[src/rtl/mem_wb_pipe.sv]
// MEM/WB pipeline register with a valid/ready handshake and a 2-entry skid buffer.
// The main entry drives the outputs, and the skid entry absorbs one entry of back-pressure.
module mem_wb_pipe #(
   parameter int DATA_W        = 32,
   parameter int REG_AW        = 5,
   parameter bit ZERO_SUPPRESS = 1'b1
) (
   input  logic              clk,
   input  logic              reset,
   input  logic              in_valid,
   output logic              in_ready,
   input  logic              ctrl_regWrite_ex_mem,
   input  logic              ctrl_memToReg_ex_mem,
   input  logic [DATA_W-1:0] alu_result_ex_mem,
   input  logic [DATA_W-1:0] read_data_from_mem,
   input  logic [REG_AW-1:0] write_register_ex_mem,
   input  logic              flush,
   output logic              out_valid,
   input  logic              out_ready,
   output logic              ctrl_regWrite_mem_wb,
   output logic              ctrl_memToReg_mem_wb,
   output logic [DATA_W-1:0] alu_result_mem_wb,
   output logic [DATA_W-1:0] read_data_from_mem_mem_wb,
   output logic [REG_AW-1:0] write_register_mem_wb,
   output logic [DATA_W-1:0] wb_data,
   output logic              wb_en,
   output logic [1:0]        occupancy
);

   logic              skid_valid;
   logic              skid_regWrite;
   logic              skid_memToReg;
   logic [DATA_W-1:0] skid_alu;
   logic [DATA_W-1:0] skid_mem;
   logic [REG_AW-1:0] skid_rd;

   logic              accept;
   logic              pop;
   logic              cap_regWrite;
   logic [1:0]        occupancy_next;

   // A write to register 0 is architecturally a no-op, so its enable is dropped once at capture.
   function automatic logic capture_regwrite(input logic rw, input logic [REG_AW-1:0] rd);
      return rw & ~(ZERO_SUPPRESS & (rd == '0));
   endfunction

   assign in_ready     = ~skid_valid;
   assign accept       = in_valid & in_ready;
   assign pop          = out_valid & out_ready;
   assign cap_regWrite = capture_regwrite(ctrl_regWrite_ex_mem, write_register_ex_mem);

   assign wb_data = ctrl_memToReg_mem_wb ? read_data_from_mem_mem_wb : alu_result_mem_wb;
   // Gated by reset so that a pop cycle which is being reset cannot commit a write.
   assign wb_en   = out_valid & out_ready & ctrl_regWrite_mem_wb & ~reset;

   always_comb begin
      occupancy_next = occupancy;
      case ({accept, pop})
         2'b10:   occupancy_next = occupancy + 2'd1;
         2'b01:   occupancy_next = occupancy - 2'd1;
         default: occupancy_next = occupancy;
      endcase
   end

   always_ff @(posedge clk) begin
      if (reset) begin
         out_valid                 <= 1'b0;
         ctrl_regWrite_mem_wb      <= 1'b0;
         ctrl_memToReg_mem_wb      <= 1'b0;
         alu_result_mem_wb         <= '0;
         read_data_from_mem_mem_wb <= '0;
         write_register_mem_wb     <= '0;
         skid_valid                <= 1'b0;
         skid_regWrite             <= 1'b0;
         skid_memToReg             <= 1'b0;
         skid_alu                  <= '0;
         skid_mem                  <= '0;
         skid_rd                   <= '0;
         occupancy                 <= 2'd0;
      end else if (flush) begin
         out_valid            <= 1'b0;
         ctrl_regWrite_mem_wb <= 1'b0;
         skid_valid           <= 1'b0;
         skid_regWrite        <= 1'b0;
         occupancy            <= 2'd0;
      end else begin
         if (pop && skid_valid) begin
            // in_ready is low here, so no new entry can arrive in the same cycle.
            out_valid                 <= 1'b1;
            ctrl_regWrite_mem_wb      <= skid_regWrite;
            ctrl_memToReg_mem_wb      <= skid_memToReg;
            alu_result_mem_wb         <= skid_alu;
            read_data_from_mem_mem_wb <= skid_mem;
            write_register_mem_wb     <= skid_rd;
            skid_valid                <= 1'b0;
            skid_regWrite             <= 1'b0;
         end else if (accept && (!out_valid || pop)) begin
            out_valid                 <= 1'b1;
            ctrl_regWrite_mem_wb      <= cap_regWrite;
            ctrl_memToReg_mem_wb      <= ctrl_memToReg_ex_mem;
            alu_result_mem_wb         <= alu_result_ex_mem;
            read_data_from_mem_mem_wb <= read_data_from_mem;
            write_register_mem_wb     <= write_register_ex_mem;
         end else if (accept) begin
            skid_valid    <= 1'b1;
            skid_regWrite <= cap_regWrite;
            skid_memToReg <= ctrl_memToReg_ex_mem;
            skid_alu      <= alu_result_ex_mem;
            skid_mem      <= read_data_from_mem;
            skid_rd       <= write_register_ex_mem;
         end else if (pop) begin
            out_valid            <= 1'b0;
            ctrl_regWrite_mem_wb <= 1'b0;
         end
         occupancy <= occupancy_next;
      end
   end

endmodule
[config.mk]
export PLATFORM = sky130hd
export DESIGN_NAME = mem_wb_pipe
export DESIGN_NICKNAME = d
export VERILOG_FILES = /design/src/rtl/mem_wb_pipe.sv
export SDC_FILE = /design/constraint.sdc
export NUM_CORES = 1
export LEC_CHECK = 0
export ABC_AREA = 1
export CAP_MARGIN = 20
export CORE_MARGIN = 3
export CORE_UTILIZATION = 44
export DETAILED_ROUTE_END_ITERATION = 8
export GPL_TIMING_DRIVEN = 0
export PLACE_DENSITY = 0.76
export SYNTH_ARGS = -nofsm -noshare
export SYNTH_HDL_FRONTEND = slang
export SYNTH_SLANG_ARGS = --single-unit
[constraint.sdc]
create_clock -name clk -period 1.68 [get_ports clk]
set_clock_uncertainty 0.05 [all_clocks]
set_input_delay 0.336 -clock clk [delete_from_list [all_inputs] [get_ports clk]]
set_output_delay 0.336 -clock clk [all_outputs]
set_load 0.1 [all_outputs]
; Yosys cells after proc, flatten, opt, wreduce, memory -nomap -nowiden
; Cells that the tools add are included.
[word_totals]
ramBits = 0
output_inout_bits = 108
memories = 0
reg_bits = 146
in_bits = 76
latch_bits = 0
romBits = 0
elab_cells = 59
[classes]
add_sub_neg = 2
n_mux = 16
shift = 0
bitwise = 11
n_lt_le_gt_ge = 0
multipliers = 0
reduce_logical = 14
eq_ne = 3
div_mod_pow = 0
[op_table]
columns = operator, count
row1 = two-way mux 32 bit, 5
row2 = two-way mux 5 bit, 2
row3 = two-way mux 1 bit, 8
row4 = NOT 1 bit, 6
row5 = AND reduction 2 bit, 3
row6 = AND 1 bit, 5
row7 = zero test 5 bit, 1
row8 = case mux 2 bit (2 select lines), 1
row9 = AND reduction 4 bit, 1
row10 = nonzero test 2 bit, 2
row11 = "inequality test 3 x 1 -> 1 bit, second input constant", 1
row12 = nonzero test 3 bit, 1
row13 = OR reduction 3 bit, 1
row14 = "adder 2 x 1 -> 2 bit, second input constant", 1
row15 = "== test 2 x 1 -> 1 bit, second input constant", 1
row16 = "== test 2 bit, second input constant", 1
row17 = logical AND 1 bit, 2
row18 = OR reduction 2 bit, 1
row19 = "subtractor 2 x 1 -> 2 bit, second input constant", 1
row20 = zero test 1 bit, 1
row21 = logical OR 1 bit, 1

; Depth between registers and ports, before layout
; Gate-level depths: netlist of run 1.
[depth]
depth_word = 5
mapped_depth = 10

; Least setup slack after synthesis of run 1
; OpenSTA, ideal clock, no wires.
[synth_timing]
path_type = reg2out
from = reg out_valid
to = out wb_en
t_arrival_ns = 3.257
setup_slack_ns = -1.963
path_stages_with_launch = 3
t_required_ns = 1.294
path_cell_list = dfxtp_1 -> nand2_1 -> nor3_1
[synth_between]
elab_chain_len = 3
[synth_rtl]
columns = item, line
row1 = from (decl), 18  ; output logic out_valid,
row2 = from (signal assigned), 67  ; out_valid <= 1'b0;
row3 = from (signal assigned), 81  ; out_valid <= 1'b0;
row4 = from (signal assigned), 89  ; out_valid <= 1'b1;
row5 = AND 1 bit (3 in series), 54  ; assign wb_en = out_valid & out_ready & ctrl_regWrite_mem_wb & ~reset;
row6 = to (decl), 26  ; output logic wb_en,
; No other way between the ends.

; Worst setup path after layout of run 1
[layout_timing]
from = reg ctrl_memToReg_mem_wb
to = out wb_data[21]
[layout_between]
elab_chain_len = 1
[layout_rtl]
columns = item, line
row1 = from (decl), 21  ; output logic ctrl_memToReg_mem_wb,
row2 = from (signal assigned), 91  ; ctrl_memToReg_mem_wb <= skid_memToReg;
row3 = from (signal assigned), 100  ; ctrl_memToReg_mem_wb <= ctrl_memToReg_ex_mem;
row4 = two-way mux 32 bit, 52  ; assign wb_data = ctrl_memToReg_mem_wb ? read_data_from_mem_mem_wb : alu_result_mem_wb;
row5 = to (decl), 25  ; output logic [DATA_W-1:0] wb_data,
; No other way between the ends.

==> results.txt, run 1 <==
* Outcome: finished, violations left
- The final reports fail on negative setup slack.
* Clock sinks: approximately 150
- The first global-routing pass estimated ~39000 µm of wire.
- Dividing the detail-routed wire length by the instance count gives between 15 and 20 µm.
* Sum of net half-perimeters after detailed placement: between 15000 and 20000 µm
- Number of cell instances on the worst register-to-register path: 9
* Hold Crit Start: reset
- The H-tree generated during clock tree synthesis spans 4 levels.
- After Yosys synthesis, and, or, nand and nor cells account for 40.26% of the synthesized area.
* Cell internal power dissipation: 7.055 mW
- Setup violations remaining at the end of the flow were counted as 32.
* Core ar.: 15370 µm²
* Y dimension of the die: 131.9 µm
- Compared with the post-synthesis result, the final layout area differs by 53.80%.
* Synth Net Count: 1189
- Main combinational cell family by area after synthesis: simple AND/OR/NAND/NOR gates
- Worst Slack Setup Final: -0.2272 ns
- Clock latency on the worst-skew pair, taken at its later pin, is 0.42 ns.
- Mux contribution to synthesized area: 0%
* Comb power frac: 28.5%
- For this design the total switching power over the nets is 3.789 mW.
* Remaining routing DRC violations: 0
* Die span in x: 131.9 µm
- The post-route netlist has 26.38% of its cells at a drive strength greater than 1.
- Congestion Overflow GR: 0
* Total negative setup slack: -5.930 ns
* Max-capacitance violation count: 0
- Max stage delay cell, worst path: dfxtp_4
- Slew margin rel.: 61.84%
- Internal reg-to-reg setup slack: 0.07 ns
* Weighted congestion at the end of routability-driven global placement: 0.8816
- Ys Warns: 0
* IO Count: 184
- Power Density: about 1000 nW/µm²
- In this design, the stage delay of the slowest critical-path cell is 0.37 ns.
- Share of power burned in the clock network: about 37%
- Quantity of I/O buffers inserted on ports: about 180
- FF-to-FF End: alu_result_mem_wb[11]
* Top_reg_cell synth: dfxtp_1
* Final slew viol count: 0
- Max IR drop VDD: 0.6977 mV
- Hold depth: 4
* Number of global-route vias before repair: 7341
* Synthesis-stage register bit count: 146
- The synthesized netlist devotes less than 1% of its cell area to adder and majority cells.
- Final layout net count: 1403
- The worst register-to-register path begins at skid_valid.
- Sequential cells account for roughly a third of the total power.
- Final Core Density: between 60% and 70%
- After clock tree synthesis, the clock-pin slew on the worst setup and hold paths is 0.06 ns.
* Type of destination of the critical path: output pin
- The worst setup path is of the reg -> out kind.
- A synthesized cell averages 6.268 µm².
- Required arrival time at the worst endpoint: between 1 and 1.5 ns
* Number of distinct library cells after synthesis: 23
* Slew at the pin closest to its max-slew limit: between 0.5 and 0.6 ns
- The floorplan has 45 rows.
- Area of the mapped netlist: 6970 µm²
* Clk root buf: clkbuf_16
* Most numerous cell on the critical path: clkbuf_16
- Counting flops with an async set or reset pin after synthesis yields a share of 0%.
* Floorplan die area: approximately 17000 µm²
* Number of optimization iterations in the first detailed-route pass: 6
- Once detail routing completed, the nets flagged for antenna violations numbered 0.
- In the synthesized netlist, the number of instances is 1112.
* Maximum clock path buffer count: 2
- Max FO, Critical Path: 5
- Via count: 7832
- Initial detailed-routing violation count: 505
- Critical path startpoint category: flip-flop
* Total GRT Usage: 27.55%
* Per-cell via count in the routed design: between 5 and 6
- Fraction of power spent switching nets: 34.94%
- The analysis attributes to cell leakage a power of 5.219 nW.
- Setup repair after global routing could not meet its margin everywhere.
- Maximum frequency from static timing analysis: 524.3 MHz
- The worst path uses 113.5% of the clock period.
* Bufs and invs on worst path: 3
* Number of diodes added for antenna fixing: 0
- Sequential cell area fraction in the yosys report: 41.93%
- Effective utilization at floorplan: 45.35%
* Number of hold violations in the final report: 0
* Routed wire length: 24590 µm
- The tightest min-delay check is of the in -> reg type.
- Yosys mapped a number of flops with a built-in enable equal to 0.
- End point of the worst hold path: ctrl_regWrite_mem_wb
- The initial antenna violation count was 0.
- Time the worst path needs with I/O delays and setup: 1.907 ns
- The synthesized netlist devotes 7.808% of its cell area to compound gates.
- Chain of cells forming the critical path: clkbuf_16 > clkbuf_16 > o21ai_4 > buf_12
* Area share of xor/xnor cells in the synthesized design: less than 1%
* TritonCTS clock tree: yes
- Entering global routing, the biggest net connects 17 pins.
* Worst path arrival time: roughly 1.5 ns
* Largest delay contributor family on the critical path: buffers and inverters
* Inserted Clock Buffers: 17
[worst min-delay path, stage by stage]
cell            delay (ns)
dlymetal6s2s_1        0.20
nor2_1                0.13
nand2_1               0.08
a21oi_1               0.03
[worst max-delay path by stage]
stage / from / endpoint / cells past startpoint
3_3_place_gp: out_ready / wb_en / 4
2_1_floorplan: skid_valid / occupancy[1] / 9
6_report: ctrl_memToReg_mem_wb / wb_data[21] / 4
4_1_cts: ctrl_memToReg_mem_wb / wb_data[21] / 4
3_5_place_dp: out_ready / wb_en / 4
5_1_grt: ctrl_memToReg_mem_wb / wb_data[30] / 5
[layout make-up]
class / instances / area (µm²)
plain buffers: 82 / 589.3
clock buffers: 24 / 545.5
clock inverters: 7 / 90.09
fillers: 1338 / 4651
inverters: 80 / 309.0
multi-input cells: 804 / 3877
flip-flops and latches: 146 / 3095
well taps: 211 / 264.0
repair buffers: 195 / 1949
[layer usage]
layer  vias up  GRT usage (%)  part of all wire (%)
li1       3903              -                     -
met1      3554          36.06                    43
met2       329          44.58                    47
met3        46          5.763                   8.0
met4         0          10.91                   2.7
met5         -              0                     0
[metrics by stage]
step / setup WS [ns] / area, µm² / hold slack [ns] / std cells / power [mW]
after detailed placement: -1.043 / 9788 / 0.4166 / 1506 / 6.704
after global placement: -1.044 / 9788 / 0.4035 / 1506 / 6.690
after CTS: -0.2375 / 10610 / 0.4251 / 1545 / 10.83
after global routing: -0.2468 / 10720 / 0.3810 / 1549 / 11.17
final: -0.2272 / 10720 / 0.3346 / 1549 / 10.84
after floorplan: -0.3199 / 7692 / 0.3913 / 1112 / 5.923
[power by group through the flow]
| stage | logic (mW) | registers [mW] | clock network, mW |
|---|---|---|---|
| after floorplan | 1.24 | 4.68 | 0 |
| after global placement | 2.89 | 3.80 | 0 |
| after detailed placement | 2.91 | 3.80 | 0 |
| after CTS | 3.05 | 3.72 | 4.05 |
| after global routing | 3.23 | 3.74 | 4.20 |
| final | 3.09 | 3.73 | 4.03 |
[cells in the final DEF (no fill, tap or decap), drive strengths merged, types with 2 or more instances in the layout]
cell	n
nand2	328
clkinv	5
o21ai	102
inv	78
nor3	71
clkbuf	74
dfxtp	146
clkdlybuf4s50	73
nor2	221
nand3	71
buf	152
clkinvlp	2
bufinv	2
nand3b	3
a21oi	4
[cell families (layout without fill, tap and decap cells)]
group,Yosys count,after routing
AO/OA/AOI/OAI,108,108
XOR/XNOR,1,1
adder cells (fa/ha/maj),1,1
buffers and inverters,162,388
flip-flops,146,146
AND/OR/NAND/NOR,694,694
[cells in the mapped netlist, types with 3 or more instances]
master	n	area (µm²)
clkbuf_1	42	157.7
o21ai_1	33	165.2
buf_6	3	33.78
dfxtp_1	146	2923
buf_2	30	150.1
nand2_1	327	1227
nand3_1	70	350.3
buf_1	5	18.77
nor3_1	71	355.3
inv_1	79	296.5
nor2_1	219	822.0
nand3b_1	3	22.52
a21oi_1	4	20.02
o21ai_0	69	345.3
[repair_timing]
item / 4_1_cts / 5_1_grt
hold buffers: 0 / 0
resized for setup: 718 / 44
pin swaps: 3 / 3
gates cloned: 3 / 3
setup buffers: 5 / 1
setup endpoints to repair: 251 / 173
endpoints found under the hold margin: 0 / 0
[registers in the layout, indices dropped and copies added (netlist names), 2 cells and up]
register / count
alu_result_mem_wb: 32
skid_rd: 5
skid_alu: 32
skid_mem: 32
read_data_from_mem_mem_wb: 32
occupancy: 2
write_register_mem_wb: 5
No activity file was read; power rests on OpenSTA's default activity.
==> run 2: changes to the inputs <==
- CORE_ASPECT_RATIO: default -> 1.1
==> run 2 against run 1 <==
Against the previous run:
- the run still ends with negative setup slack left
- count of clock-buffer cells in the layout did not move
- combinational power barely moved
- clock power is 5% lower
- maximum frequency shrank 0.17%
- die area barely moved
- largest cell class unchanged
- sequential power about the same
- design area up 0.34%
- wire length grew 1.9%
- non-clock buffer count unchanged
- global-route usage increased by 0.23 points
==> results.txt, run 2 (synthesis gave the netlist of run 1 again) <==
- Outcome: finished, violations left (unchanged)
- Failing checks: negative setup slack (unchanged)
* Max stage delay cell, worst path: dfxtp_4 (unchanged)
* Internal reg-to-reg setup slack: 0.06 ns (was 0.07 ns)
* Slew at the pin closest to its max-slew limit: 0.6499 ns (was 0.5724 ns)
- Bufs and invs on worst path: 3 (unchanged)
- Final setup violation count: 32 (unchanged)
* Required arrival time at the worst endpoint: 1.29 ns (about the same)
* Post-detailed-placement cell area: 9769 µm² (was 9788 µm²)
* Routed wire length: 25050 µm (was 24590 µm)
- Global-route wire length before repair: 39090 µm (was 38720 µm)
- Rows: 47 (was 45)
- Congestion Overflow GR: 0 (unchanged)
- Quantity of I/O buffers inserted on ports: 183 (unchanged)
* Most common library cell in the layout ignoring fill and taps: nand2_1 (unchanged)
* Maximum clock path buffer count: 2 (unchanged)
- Count of H-tree levels built during CTS: 4 (unchanged)
- Area growth from synthesis to layout: 54.32% (was 53.80%)
* Inserted Clock Buffers: 17 (unchanged)
- Worst Slack Setup Final: -0.2305 ns (was -0.2272 ns)
- Via count: 7946 (was 7832)
- The core outline area came to 15290 µm² (was 15370 µm²).
- Chain of cells forming the critical path: clkbuf_16 > clkbuf_16 > o21ai_4 > buf_12 (unchanged).
- Critical path startpoint category: flip-flop (unchanged)
* Fraction of final layout cells sized beyond drive strength 1: 27.41% (was 26.38%)
- Total GRT Usage: 27.78% (was 27.55%)
* Pin count of the biggest net entering global routing: 17 (unchanged)
- The TritonCTS clock tree was yes (unchanged).
- Clock sinks: 146 (unchanged)
- The top-level port count was 184 (unchanged).
* Final layout net count: 1403 (unchanged)
- Max IR drop VDD: 0.7163 mV (was 0.6977 mV)
- Maximum frequency from static timing analysis: 523.4 MHz (was 524.3 MHz)
- Power Density: 993.4 nW/µm² (was 1011 nW/µm²)
- Number of optimization iterations in the first detailed-route pass: 5 (was 6)
- The DRC marker count from the first detailed-route iteration is 563 (was 505).
- Worst path arrival time: 1.52 ns (about the same)
- Number of global-route vias before repair: 7442 (was 7341)
* Number of hold violations in the final report: 0 (unchanged)
- Die span in x: 126.0 µm (was 131.9 µm)
- Time the worst path needs with I/O delays and setup: 1.910 ns (was 1.907 ns)
* Clk root buf: clkbuf_16 (unchanged)
- The category of cells accounting for the largest share of critical-path delay was buffers and inverters (unchanged).
* Static Leak: 5.312 nW (was 5.219 nW)
- Effective utilization at floorplan: 45.59% (was 45.35%)
- Slew margin rel.: 56.68% (was 61.84%)
- Type of destination of the critical path: output pin (unchanged)
- The path type of the worst setup path was reg -> out (unchanged).
- Delay of the slowest critical-path stage: 0.37 ns (about the same)
- Cts-stage hold buffer count: 0 (unchanged)
* Leading cell types in the layout, fill and taps excluded: nand2_1, nor2_1, buf_2 (unchanged)
* Setup slack at placement: -1.025 ns (was -1.043 ns)
- Remaining routing DRC violations: 0 (unchanged)
* Period utilization: 113.7% (was 113.5%)
- The most prevalent standard cell on the critical path is clkbuf_16 (unchanged).
* Setup repair after global routing missed its margin: yes (unchanged)
- The initial antenna violation count was 1 (was 0).
- The final setup TNS came to -6.399 ns (was -5.930 ns).
* Total area of multi-input combinational cells: 3970 µm² (was 3877 µm²)
* Sum of net half-perimeters after detailed placement: 17100 µm (was 17170 µm)
- The final antenna-violating net count is 0 (unchanged).
- The die area came to 17390 µm² (about the same).
- Number of filler instances in the final layout: 1276 (was 1338)
* Max-capacitance violation count: 0 (unchanged)
* Clock slew at reported path FFs: 0.06 ns (about the same)
- The summed area of non-filler cells in the final layout is 10760 µm² (was 10720 µm²).
* Y dimension of the die: 138.0 µm (was 131.9 µm)
- Per-cell via count in the routed design: 5.173 (was 5.056)
* Max FO, Critical Path: 8 (was 5)
- Final Core Density: 70.35% (was 69.74%)
* Detailed-route wire length per cell: 16.31 µm (was 15.87 µm)
- Final slew viol count: 0 (unchanged)
- Clock latency at the later pin of the worst-skew pair: 0.43 ns (was 0.42 ns)
* Area occupied by registers: 3095 µm² (unchanged)
* Worst min-delay path class: reg -> reg (was in -> reg)
- The final RePlAce weighted congestion was 0.8604 (was 0.8816).
run 2: final timing paths:
| kind | from | cells past startpoint | to |
|---|---|---|---|
| worst min register to register | skid_regWrite | 2 | skid_regWrite |
| worst max register to register | out_valid | 9 | occupancy[1] |
| worst min-delay path | skid_regWrite | 2 | skid_regWrite |
| worst max-delay path | ctrl_memToReg_mem_wb | 4 | wb_data[27] |
run 2: layer usage:
metal  track usage, %  share of wire (%)  vias to the layer above
met5                0                  0                        -
met4            11.07                2.8                        0
met3            4.707                6.9                       47
met2            45.62                 48                      350
met1            36.41                 43                     3636
li1                 -                  -                     3913
run 2: metrics by stage:
step	total power [mW]	instances	hold slack (ns)
finish	10.69	1536	0.4132
global route	10.98	1536	0.4450
CTS	10.60	1531	0.4162
detailed placement	6.708	1491	0.4070
global placement	6.690	1491	0.4040
floorplan	5.923	1112	0.3913
run 2: power by group:
| part | internal (mW) | switching [mW] |
|---|---|---|
| registers | 3.61 | 0.123 |
| logic | 0.892 | 2.23 |
| clock network | 2.33 | 1.50 |
| total | 6.84 | 3.85 |
run 2: tightest hold or removal path, cell delays in order, from the launching register on:
cell and delay (ns):
dfxtp_1 0.31, nand2_1 0.06, a21oi_1 0.05
run 2: timing repair:
| item | in CTS | in global routing |
|---|---|---|
| pin swaps | 2 | 4 |
| setup buffers | 5 | 1 |
| endpoints found under the setup margin | 251 | 174 |
| gates cloned | 3 | 3 |
| resized for setup | 709 | 82 |
run 2: layout make-up:
class                   count  area share, %
well taps                 196          2.280
inverters                  80          2.850
diodes                      1        0.02326
clock inverters             8         0.6514
repair buffers            195          18.09
clock buffers              24          4.885
plain buffers              82          5.537
flip-flops and latches    146          28.78
multi-input cells         804          36.91
==> run 3: changes to the inputs <==
- CORE_ASPECT_RATIO: 1.1 -> default
- SETUP_SLACK_MARGIN: default -> 0.15
==> run 3 against run 2 <==
Against the previous run:
- the run still ends with negative setup slack left
- core utilization rose by 8.1 points
- first-iteration DRC count decreased by 0.71%
- setup slack gained 0.011 ns
- total power is 1.9% higher
- sequential share of layout area is 3.1 points lower
- sequential power barely moved
- non-clock buffer count grew 12
- register-to-register slack better by 0.04 ns
- global-route usage increased by 0.10 points
- hold slack improved by 0.0044 ns
- design area increased by 12%
- count of clock-buffer cells in the layout down 1
==> results.txt, run 3 (synthesis gave the netlist of run 1 again) <==
- Total GRT Usage: 27.88% (was 27.78%)
* Type of destination of the critical path: output pin (unchanged)
* Power dissipated by switching net loads: 3.996 mW (was 3.848 mW)
- Outcome: finished, violations left (unchanged).
- The combined area of the multi-input logic cells was 4648 µm² (was 3970 µm²).
* Hold Crit Start: skid_regWrite (unchanged)
- The worst slew margin relative to its limit came to 61.75% (was 56.68%).
- The top-level port count is 184 (unchanged).
* Setup repair after global routing missed its margin: yes (unchanged)
* Internal reg-to-reg setup slack: 0.10 ns (was 0.06 ns)
- The depth of the CTS H-tree was 4 (unchanged).
* Per-cell via count in the routed design: 5.233 (was 5.173)
* Max-capacitance violation count: 0 (unchanged)
- Effective utilization at floorplan: 45.35% (was 45.59%)
- The path type of the worst setup path is reg -> out (unchanged).
* Comb power frac: 31.6% (was 29.2%)
* Quantity of I/O buffers inserted on ports: 183 (unchanged)
- TritonCTS clock tree: yes (unchanged)
- Sum of net half-perimeters after detailed placement: 17160 µm (was 17100 µm)
* Cell internal power dissipation: 6.898 mW (was 6.838 mW)
* Y dimension of the die: 131.9 µm (was 138.0 µm)
- The utilization of the core after routing was 78.40% (was 70.35%).
* Max FO, Critical Path: 7 (was 8)
* Maximum frequency from static timing analysis: 526.4 MHz (was 523.4 MHz)
- Area occupied by registers: 3095 µm² (unchanged)
- Share of power burned in the clock network: 33.8% (was 35.9%)
- The switching share of total power came to 36.68% (was 36.01%).
- Clk root buf: clkbuf_16 (unchanged)
- Worst slack on hold paths: 0.4176 ns (was 0.4132 ns)
- Number of cell instances on the worst register-to-register path: 9 (unchanged)
- Final slew viol count: 0 (unchanged)
- Power Density: 904.0 nW/µm² (was 993.4 nW/µm²)
- Pin count of the biggest net entering global routing: 17 (unchanged)
- Clock sinks: 146 (unchanged)
- Largest delay contributor family on the critical path: buffers and inverters (unchanged)
- Static Leak: 5.792 nW (was 5.312 nW)
- Detailed-route wire length per cell: 17.20 µm (was 16.31 µm)
* Final setup violation count: 32 (unchanged)
- Flop pwr share: 34.5% (was 34.9%)
* Number of optimization iterations in the first detailed-route pass: 5 (unchanged)
- Worst Slack Setup Final: -0.2198 ns (was -0.2305 ns)
- Weighted congestion at the end of routability-driven global placement: 0.8561 (was 0.8604)
- Die span in x: 131.9 µm (was 126.0 µm)
* Most numerous cell on the critical path: clkbuf_16 (unchanged)
- The final critical path time including I/O delays and setup is 1.900 ns (was 1.910 ns).
* Most common library cell in the layout ignoring fill and taps: nand2_1 (unchanged)
- The number of buffers created by CTS came to 17 (unchanged).
- Leading cell types in the layout, fill and taps excluded: nand2_1, nor2_1, buf_4 (was nand2_1, nor2_1, buf_2).
* Global-route wire length before repair: 39100 µm (was 39090 µm)
- Via count: 8179 (was 7946)
- The final antenna-violating net count came to 0 (unchanged).
* Floorplan die area: 17390 µm² (about the same)
- The clock transition at the registers of the reported paths is 0.06 ns (about the same).
* Max IR drop VDD: 0.7238 mV (was 0.7163 mV)
* Number of filler instances in the final layout: 1054 (was 1276)
* Number of global-route vias before repair: 7405 (was 7442)
- The layout net count came to 1415 (was 1403).
- Max stage delay cell, worst path: dfxtp_4 (unchanged)
- The area growth from synthesis to final layout is 72.90% (was 54.32%).
- The hold-fix buffer count after cts came to 0 (unchanged).
* Period utilization: 113.1% (was 113.7%)
- The remaining routing DRC violations was 0 (unchanged).
- Antenna violations before repair: 1 (unchanged)
- The placed instance count is 1506 (was 1491).
- The proportion of layout cells with a drive suffix above 1 is 39.23% (was 27.41%).
- The number of cells traversed by the worst hold path is 2 (unchanged).
* Congestion Overflow GR: 0 (unchanged)
* Critical path startpoint category: flip-flop (unchanged)
* FF-to-FF End: alu_result_mem_wb[20] (was occupancy[1])
- The worst-skew pair later-pin latency was 0.43 ns (about the same).
- Worst flop-to-flop path startpoint: skid_valid (was out_valid)
- Routed wire length: 26890 µm (was 25050 µm)
- The delay contributed by the slowest stage of the critical path is 0.38 ns (was 0.37 ns).
- Worst path arrival time: 1.51 ns (was 1.52 ns)
* Total negative setup slack: -6.331 ns (was -6.399 ns)
- The minimum setup slack after placement came to -1.047 ns (was -1.025 ns).
- The core outline area is 15370 µm² (was 15290 µm²).
* Non-filler instance count after layout: 1563 (was 1536)
- The worst hold path endpoint is skid_regWrite (unchanged).
- Initial detailed-routing violation count: 559 (was 563)
- Bufs and invs on worst path: 3 (unchanged)
- Chain of cells forming the critical path: clkbuf_16 > clkbuf_16 > nand2_4 > o21ai_4 > buf_12 (was clkbuf_16 > clkbuf_16 > o21ai_4 > buf_12).
- The classification of the worst-slack hold path was reg -> reg (unchanged).
- The hold violation count in the final report came to 0 (unchanged).
* Required arrival time at the worst endpoint: 1.29 ns (about the same)
- Failing checks: negative setup slack (unchanged)
- Slew at the pin closest to its max-slew limit: 0.5738 ns (was 0.6499 ns)
* Rows: 45 (was 47)
- Maximum clock path buffer count: 2 (unchanged)
run 3: cell count changes in the layout (fill, tap and decap cells not counted), moves of 14 or more:
cell	previous run	this run
buf_2	95	11
buf_4	9	86
nor2_1	214	168
nand2_1	291	255
o21ai_2	0	32
nor2_2	6	37
nand2_4	16	40
o21ai_0	27	3
nor3_1	67	46
nor3_2	3	24
nor2_4	1	16
clkbuf_1	21	7
run 3: power by group through the flow:
stage	sequential, mW	combinational (mW)	clock [mW]
after detailed placement	3.80	2.92	0
after global placement	3.80	2.91	0
after floorplan	4.69	1.26	0
after global routing	3.78	3.58	3.85
final	3.76	3.45	3.69
after CTS	3.74	3.19	3.69
run 3: timing repair:
action                     4_1_cts  5_1_grt
pin swaps                        6       37
resized for setup              857      293
setup buffers                    9        4
setup endpoints to repair      251      178
cloned                           6        5
run 3: how the worst max path moves through the flow:
stage,from,end,depth (start not counted)
2_1_floorplan,skid_valid,occupancy[1],9
3_3_place_gp,out_ready,wb_en,4
3_5_place_dp,out_ready,wb_en,4
4_1_cts,ctrl_memToReg_mem_wb,wb_data[13],4
5_1_grt,ctrl_memToReg_mem_wb,wb_data[11],5
6_report,ctrl_memToReg_mem_wb,wb_data[30],5
run 3: per-layer routing:
metal  GRT usage, %  part of all wire [%]  routed length (µm)
met5              0                     0                   0
met3          6.107                   7.9                2123
met1          36.67                    41               11120
met2          45.75                    48               12840
met4          8.868                   3.0                 803
run 3: cell type report:
cell class / instances / area share, %
Antenna cell: 1 / 0.02076
Clock inverter: 9 / 0.6437
Multi-Input combinational cell: 804 / 38.57
Sequential cell: 146 / 25.69
Tap cell: 211 / 2.191
Buffer: 82 / 6.406
Clock buffer: 23 / 4.059
Inverter: 80 / 2.564
Timing Repair Buffer: 207 / 19.86
run 3: tightest hold or removal path, delay by kind of cell (launching register included):
kind	cells	cell delay (ns)
compound gates	1	0.06
flops	1	0.31
simple gates	1	0.06
run 3: through the flow:
| stage | total power [mW] | cell area, µm² |
|---|---|---|
| floorplan | 5.942 | 7760 |
| global placement | 6.711 | 9856 |
| detailed placement | 6.723 | 9856 |
| CTS | 10.62 | 11060 |
| global route | 11.21 | 12050 |
| finish | 10.89 | 12050 |
